[src/rtl/pinball_pkg.sv]
// Shared types and constants for the pinball game-state logic.
// Latency: n/a (declarations only).
// Backpressure: n/a.
package pinball_pkg;

    typedef enum logic [2:0] {
        IDLE,
        LAUNCH,
        PLAY,
        BALL_LOST,
        GAME_OVER
    } game_state_t;

    localparam int SCORE_W = 14;
    localparam int LIVES_W = 3;

    localparam int GOOD_POINTS_DEF   = 10;
    localparam int BAD_POINTS_DEF    = 5;
    localparam int BUMPER_POINTS_DEF = 2;
    localparam int SCORE_MAX_DEF     = 9999;
    localparam int LIVES_INIT_DEF    = 3;
    localparam int LOST_FRAMES_DEF   = 60;

    // Clamp a signed working score into the displayable range 0..max_val.
    function automatic logic [SCORE_W-1:0] sat_score(
        input logic signed [15:0] value,
        input logic signed [15:0] max_val
    );
        logic [SCORE_W-1:0] result;
        if (value < 16'sd0) begin
            result = '0;
        end else if (value > max_val) begin
            result = max_val[SCORE_W-1:0];
        end else begin
            result = value[SCORE_W-1:0];
        end
        return result;
    endfunction

endpackage

[src/rtl/frame_event_latch.sv]
// Sticky per-frame event flag: remembers any pulse seen since the last frame strobe.
// Latency: flag rises the cycle after the pulse; a pulse on the strobe cycle lands in the new frame.
// Backpressure: none; the flag is read by the consumer during the strobe cycle.
module frame_event_latch (
    input  logic clk,
    input  logic resetN,
    input  logic startOfFrame,
    input  logic event_pulse,
    output logic flag
);

    // On the strobe the old frame's value is consumed downstream, so reload with
    // only the current-cycle event; otherwise accumulate.
    always_ff @(posedge clk) begin
        if (resetN) begin
            flag <= 1'b0;
        end else if (startOfFrame) begin
            flag <= event_pulse;
        end else begin
            flag <= flag | event_pulse;
        end
    end

endmodule

[src/rtl/score_lives_controller.sv]
// Turns collision events into score, lives, ball respawn and game-over state, applied once per frame.
// Latency: score/lives/state update the cycle after startOfFrame; ballRespawn is a registered 1-cycle pulse.
// Backpressure: none; every input is sampled every cycle and never stalled.
module score_lives_controller
    import pinball_pkg::*;
#(
    parameter int GOOD_POINTS   = GOOD_POINTS_DEF,
    parameter int BAD_POINTS    = BAD_POINTS_DEF,
    parameter int BUMPER_POINTS = BUMPER_POINTS_DEF,
    parameter int SCORE_MAX     = SCORE_MAX_DEF,
    parameter int LIVES_INIT    = LIVES_INIT_DEF,
    parameter int LOST_FRAMES   = LOST_FRAMES_DEF
) (
    input  logic               clk,
    input  logic               resetN,
    input  logic               startOfFrame,
    input  logic               startGame,
    input  logic               collisionBallObstacleGood,
    input  logic               collisionBallObstacleBad,
    input  logic               collisionBallBumper,
    input  logic               collisionBallBottom,
    input  logic               collisionBallSpringPulse,
    output logic [SCORE_W-1:0] score,
    output logic [LIVES_W-1:0] lives,
    output logic               ballRespawn,
    output logic               gameActive,
    output logic               gameOver
);

    localparam int CNT_W = (LOST_FRAMES > 2) ? $clog2(LOST_FRAMES) : 1;
    localparam logic [CNT_W-1:0] LOST_LAST = CNT_W'(LOST_FRAMES - 1);

    game_state_t        state;
    logic [CNT_W-1:0]   lost_cnt;
    logic               flag_good;
    logic               flag_bad;
    logic               flag_bumper;
    logic               flag_bottom;
    logic signed [15:0] score_sum;
    logic [SCORE_W-1:0] score_next;

    frame_event_latch u_good (
        .clk          (clk),
        .resetN       (resetN),
        .startOfFrame (startOfFrame),
        .event_pulse  (collisionBallObstacleGood),
        .flag         (flag_good)
    );

    frame_event_latch u_bad (
        .clk          (clk),
        .resetN       (resetN),
        .startOfFrame (startOfFrame),
        .event_pulse  (collisionBallObstacleBad),
        .flag         (flag_bad)
    );

    frame_event_latch u_bumper (
        .clk          (clk),
        .resetN       (resetN),
        .startOfFrame (startOfFrame),
        .event_pulse  (collisionBallBumper),
        .flag         (flag_bumper)
    );

    frame_event_latch u_bottom (
        .clk          (clk),
        .resetN       (resetN),
        .startOfFrame (startOfFrame),
        .event_pulse  (collisionBallBottom),
        .flag         (flag_bottom)
    );

    // Frame score delta in signed 16-bit so a penalty can go below zero before clamping.
    always_comb begin
        score_sum = signed'(16'(score));
        if (flag_good) begin
            score_sum = score_sum + 16'(GOOD_POINTS);
        end
        if (flag_bumper) begin
            score_sum = score_sum + 16'(BUMPER_POINTS);
        end
        if (flag_bad) begin
            score_sum = score_sum - 16'(BAD_POINTS);
        end
        score_next = sat_score(score_sum, 16'(SCORE_MAX));
    end

    // Game FSM with registered score, lives and status outputs.
    always_ff @(posedge clk) begin
        if (resetN) begin
            state       <= IDLE;
            score       <= '0;
            lives       <= '0;
            lost_cnt    <= '0;
            ballRespawn <= 1'b0;
            gameActive  <= 1'b0;
            gameOver    <= 1'b0;
        end else begin
            ballRespawn <= 1'b0;
            case (state)
                IDLE, GAME_OVER: begin
                    if (startGame) begin
                        score       <= '0;
                        lives       <= LIVES_W'(LIVES_INIT);
                        ballRespawn <= 1'b1;
                        gameActive  <= 1'b1;
                        gameOver    <= 1'b0;
                        state       <= LAUNCH;
                    end
                end
                LAUNCH: begin
                    // Ball rests on the spring; drain contact cannot happen here.
                    if (collisionBallSpringPulse) begin
                        state <= PLAY;
                    end
                end
                PLAY: begin
                    if (startOfFrame) begin
                        score <= score_next;
                        if (flag_bottom) begin
                            lives    <= lives - LIVES_W'(1);
                            lost_cnt <= '0;
                            state    <= BALL_LOST;
                        end
                    end
                end
                BALL_LOST: begin
                    if (startOfFrame) begin
                        if (lost_cnt == LOST_LAST) begin
                            if (lives != '0) begin
                                ballRespawn <= 1'b1;
                                state       <= LAUNCH;
                            end else begin
                                gameActive <= 1'b0;
                                gameOver   <= 1'b1;
                                state      <= GAME_OVER;
                            end
                        end else begin
                            lost_cnt <= lost_cnt + CNT_W'(1);
                        end
                    end
                end
                default: begin
                    state <= IDLE;
                end
            endcase
        end
    end

endmodule

[config.mk]
export PLATFORM = sky130hd
export DESIGN_NAME = score_lives_controller
export DESIGN_NICKNAME = d
export VERILOG_FILES = /design/src/rtl/pinball_pkg.sv /design/src/rtl/frame_event_latch.sv /design/src/rtl/score_lives_controller.sv
export SDC_FILE = /design/constraint.sdc
export NUM_CORES = 1
export LEC_CHECK = 0
export BUFFER_PORTS_ARGS = -buffer_cell sky130_fd_sc_hd__buf_2
export CAP_MARGIN = 25
export CORE_MARGIN = 5
export CORE_UTILIZATION = 28
export CTS_BUF_LIST = sky130_fd_sc_hd__clkbuf_4 sky130_fd_sc_hd__clkbuf_8 sky130_fd_sc_hd__clkbuf_16
export DETAILED_ROUTE_END_ITERATION = 16
export GPL_TIMING_DRIVEN = 0
export PLACE_DENSITY = 0.46
export SLEW_MARGIN = 0
export SYNTH_ARGS = -nofsm -noshare
export SYNTH_HDL_FRONTEND = slang
export SYNTH_HIERARCHICAL = 1
export SYNTH_SLANG_ARGS = --single-unit
[constraint.sdc]
create_clock -name clk -period 7.4 [get_ports clk]
set_clock_uncertainty 0.15 [all_clocks]
set_input_delay 0.74 -clock clk [delete_from_list [all_inputs] [get_ports clk]]
set_output_delay 0.74 -clock clk [all_outputs]
set_load 0.1 [all_outputs]
==> metrics.txt <==
DP Area=between 3000 and 4000 sq um; first-pass GRT wire length=12,400 um; Nets=399; Clock power frac=19.9%; Tmin final=between 4 and 5 ns; CTS tree=yes; Post-CTS Hold Buffers=0; register area=between 600 and 700 sq um; Synth cell types=71; clk slew on worst S/H paths=about 0.080 ns; Post-synth EDFFs=0; IO Port Bufs=28; Seq/Total Area, Yosys=23.6%; Rel. slew slack=57.9%; Core Util, Final=between 30% and 40%; Worst-Margin Slew=between 0.6 and 0.7 ns; initial antenna violation count=0; htree depth=2; outcome=completed; YS warnings=6; final max-slew violation count=0; Worst Hold Class=register to register; All-Layer GR Usage=~13%; final RePlAce weighted congestion=slightly below 0.8; crit path kind=register to register; Initial Utilization=28.7%; Mapped Area=~2800 sq um; ant diodes=0; TNS Setup=0 ns; unrepaired setup endpoints after global routing=no; pin count of the biggest net entering global routing=12; clock root buffer=clkbuf_8; Final Setup Violations=0; layout cells sized above 1=19.2%; Top FF cell, synth=dfxtp_1; Clock Tree Buf Depth=2; leak pwr=about 1.2 nW; Post-DP HPWL=about 5700 um; P_sw=~0.00032 W; Crit Path Max Fanout=10; Async SR Flop Fraction=0%; clock sink count=33; # IOs=29; commonest cells after routing, fill and taps aside=nand2_1 (38), nor2_1 (33), buf_2 (33), dfxtp_1 (33), xnor2_1 (17); Arr. time, crit path=about 4.3 ns; Syn-to-layout area delta=14.2%; Synth Register Bits=33; CP Capture Type=register; final wirelength=approximately 7400 um; worst-skew pair later-pin latency=0.28 ns; Max IR drop VDD=0.000220 V; # rows=36; via count=around 2,600; Post-DRT Antenna Nets=0; post-CTS resize count=0; vias per cell=4.94; 1st-iter DRT viols=83; Residual DRC=0; core area=around 10000 sq um; Synth Instances=between 300 and 400; period utilisation layout=57.4%; number of buffers created by CTS=5; Seq pwr share=a little under a third; Critical Path RT=around 7.5 ns; Sw Ratio=47.3%; max-cap viol count=0; die area=~12,000 sq um; Int Power=approximately 0.00036 W; Setup crit start kind=register; combinational power share=between 40% and 50%; Post-CTS Setup Inserts=0; syn_nets=~360; Die W=approximately 110 um; routed length per instance=around 14 um; final non-filler cell area=3200 sq um; endpoints failing hold=0; total grt overflow=0; multi-input logic area=1980 sq um; fillcell total=between 1,000 and 1,500; Power Density=~210 nW/um^2; mean post-synth cell area=between 8 and 9 sq um; drt first pass iters=4; vias in the first global route=approximately 2,400; die height=~110 um; most common cell after layout, fill and taps aside=nand2_1; Fmax=approximately 0.24 GHz
layer usage:
metal / part of all wire, % / global-route usage (%) / up-vias / wire, um
met5: 0 / 0 / - / 0
met4: 0.93 / 3.12 / 0 / 69
met3: 3.1 / 1.92 / 5 / 226
met2: 46 / 21.6 / 34 / 3380
met1: 50 / 17.4 / 1185 / 3700
li1: - / - / 1335 / -
cell type report:
class	instances	area share (%)
Buffer	17	3.32
Sequential cell	33	20.6
Clock buffer	5	2.15
Inverter	16	1.88
Tap cell	133	5.20
Multi-Input combinational cell	282	61.7
Timing Repair Buffer	29	4.53
Clock inverter	3	0.547
power groups by stage:
| stage | clock network, W | registers (W) | logic, W |
|---|---|---|---|
| after floorplan | 0 | 0.000310 | 0.000179 |
| after global placement | 0 | 0.000219 | 0.000331 |
| after detailed placement | 0 | 0.000219 | 0.000333 |
| after CTS | 0.000143 | 0.000215 | 0.000334 |
| after global routing | 0.000152 | 0.000219 | 0.000365 |
| final | 0.000136 | 0.000215 | 0.000332 |
through the flow:
step                      hold WS, ns  worst slack [ns]  instances  power, W
after CTS                       0.353              3.17        517  0.000692
after floorplan                 0.308              3.00        348  0.000489
final                           0.350              3.15        518  0.000684
after global routing            0.375              2.92        518  0.000736
after detailed placement        0.337              3.18        509  0.000552
after global placement          0.320              3.21        509  0.000551
kinds of logic (layout without fill, tap and decap cells):
group	count (synthesis)	after routing	synth area share [%]
AOI/OAI and AO/OA	79	79	23.4
xor gates and xnor gates	37	37	13.1
adders and majority gates	6	6	2.68
buffers and inverters	33	70	5.93
DFF	33	33	23.6
muxes	4	4	1.47
and+or+nand+nor	156	156	29.8
critical path, stage by stage, from the launching register on:
cell and delay, ns:
dfxtp_1 0.47, buf_4 0.24, mux2_2 0.38, ha_1 0.21, and2_1 0.19, xnor3_1 0.34
o311ai_0 0.20, a21oi_1 0.30, nand4_2 0.23, or3b_1 0.43, a22o_1 0.25, a211oi_2 0.21
o31ai_1 0.15, buf_6 0.18, a221oi_2 0.25
path summary, 6_finish.rpt:
kind / start / endpoint / slack (ns) / cells past startpoint
worst max-delay path: u_good/flag$_SDFF_PP0_ / score[2]$_SDFFE_PP0P_ / 3.15 / 14
worst min-delay path: lost_cnt[5]$_SDFFE_PP0P_ / lost_cnt[5]$_SDFFE_PP0P_ / 0.35 / 2
worst max register to register: u_good/flag$_SDFF_PP0_ / score[2]$_SDFFE_PP0P_ / 3.15 / 14
worst min register to register: lost_cnt[5]$_SDFFE_PP0P_ / lost_cnt[5]$_SDFFE_PP0P_ / 0.35 / 2
registers in the layout (all words and copies together) (netlist names), 3 cells and up:
| name | count |
|---|---|
| score | 14 |
| state | 3 |
| lost_cnt | 6 |
| lives | 3 |
cell usage after synthesis, drive strengths merged (5+ instances only):
cell type,number,area [sq um]
a211oi,5,55.1
nor2b,6,37.5
nor4,8,62.6
clkbuf,7,26.3
buf,10,80.1
a221oi,8,101
nand2b,12,75.1
and3,7,43.8
ha,6,75.1
nor2,33,124
dfxtp,33,661
o21ai,7,35.0
inv,16,60.1
xnor2,19,181
a21oi,19,110
nand4,5,37.5
xor2,16,140
nor3,17,90.1
nand3,7,35.0
nand2,38,143
Note: power is estimated with default switching activity, not from simulation.
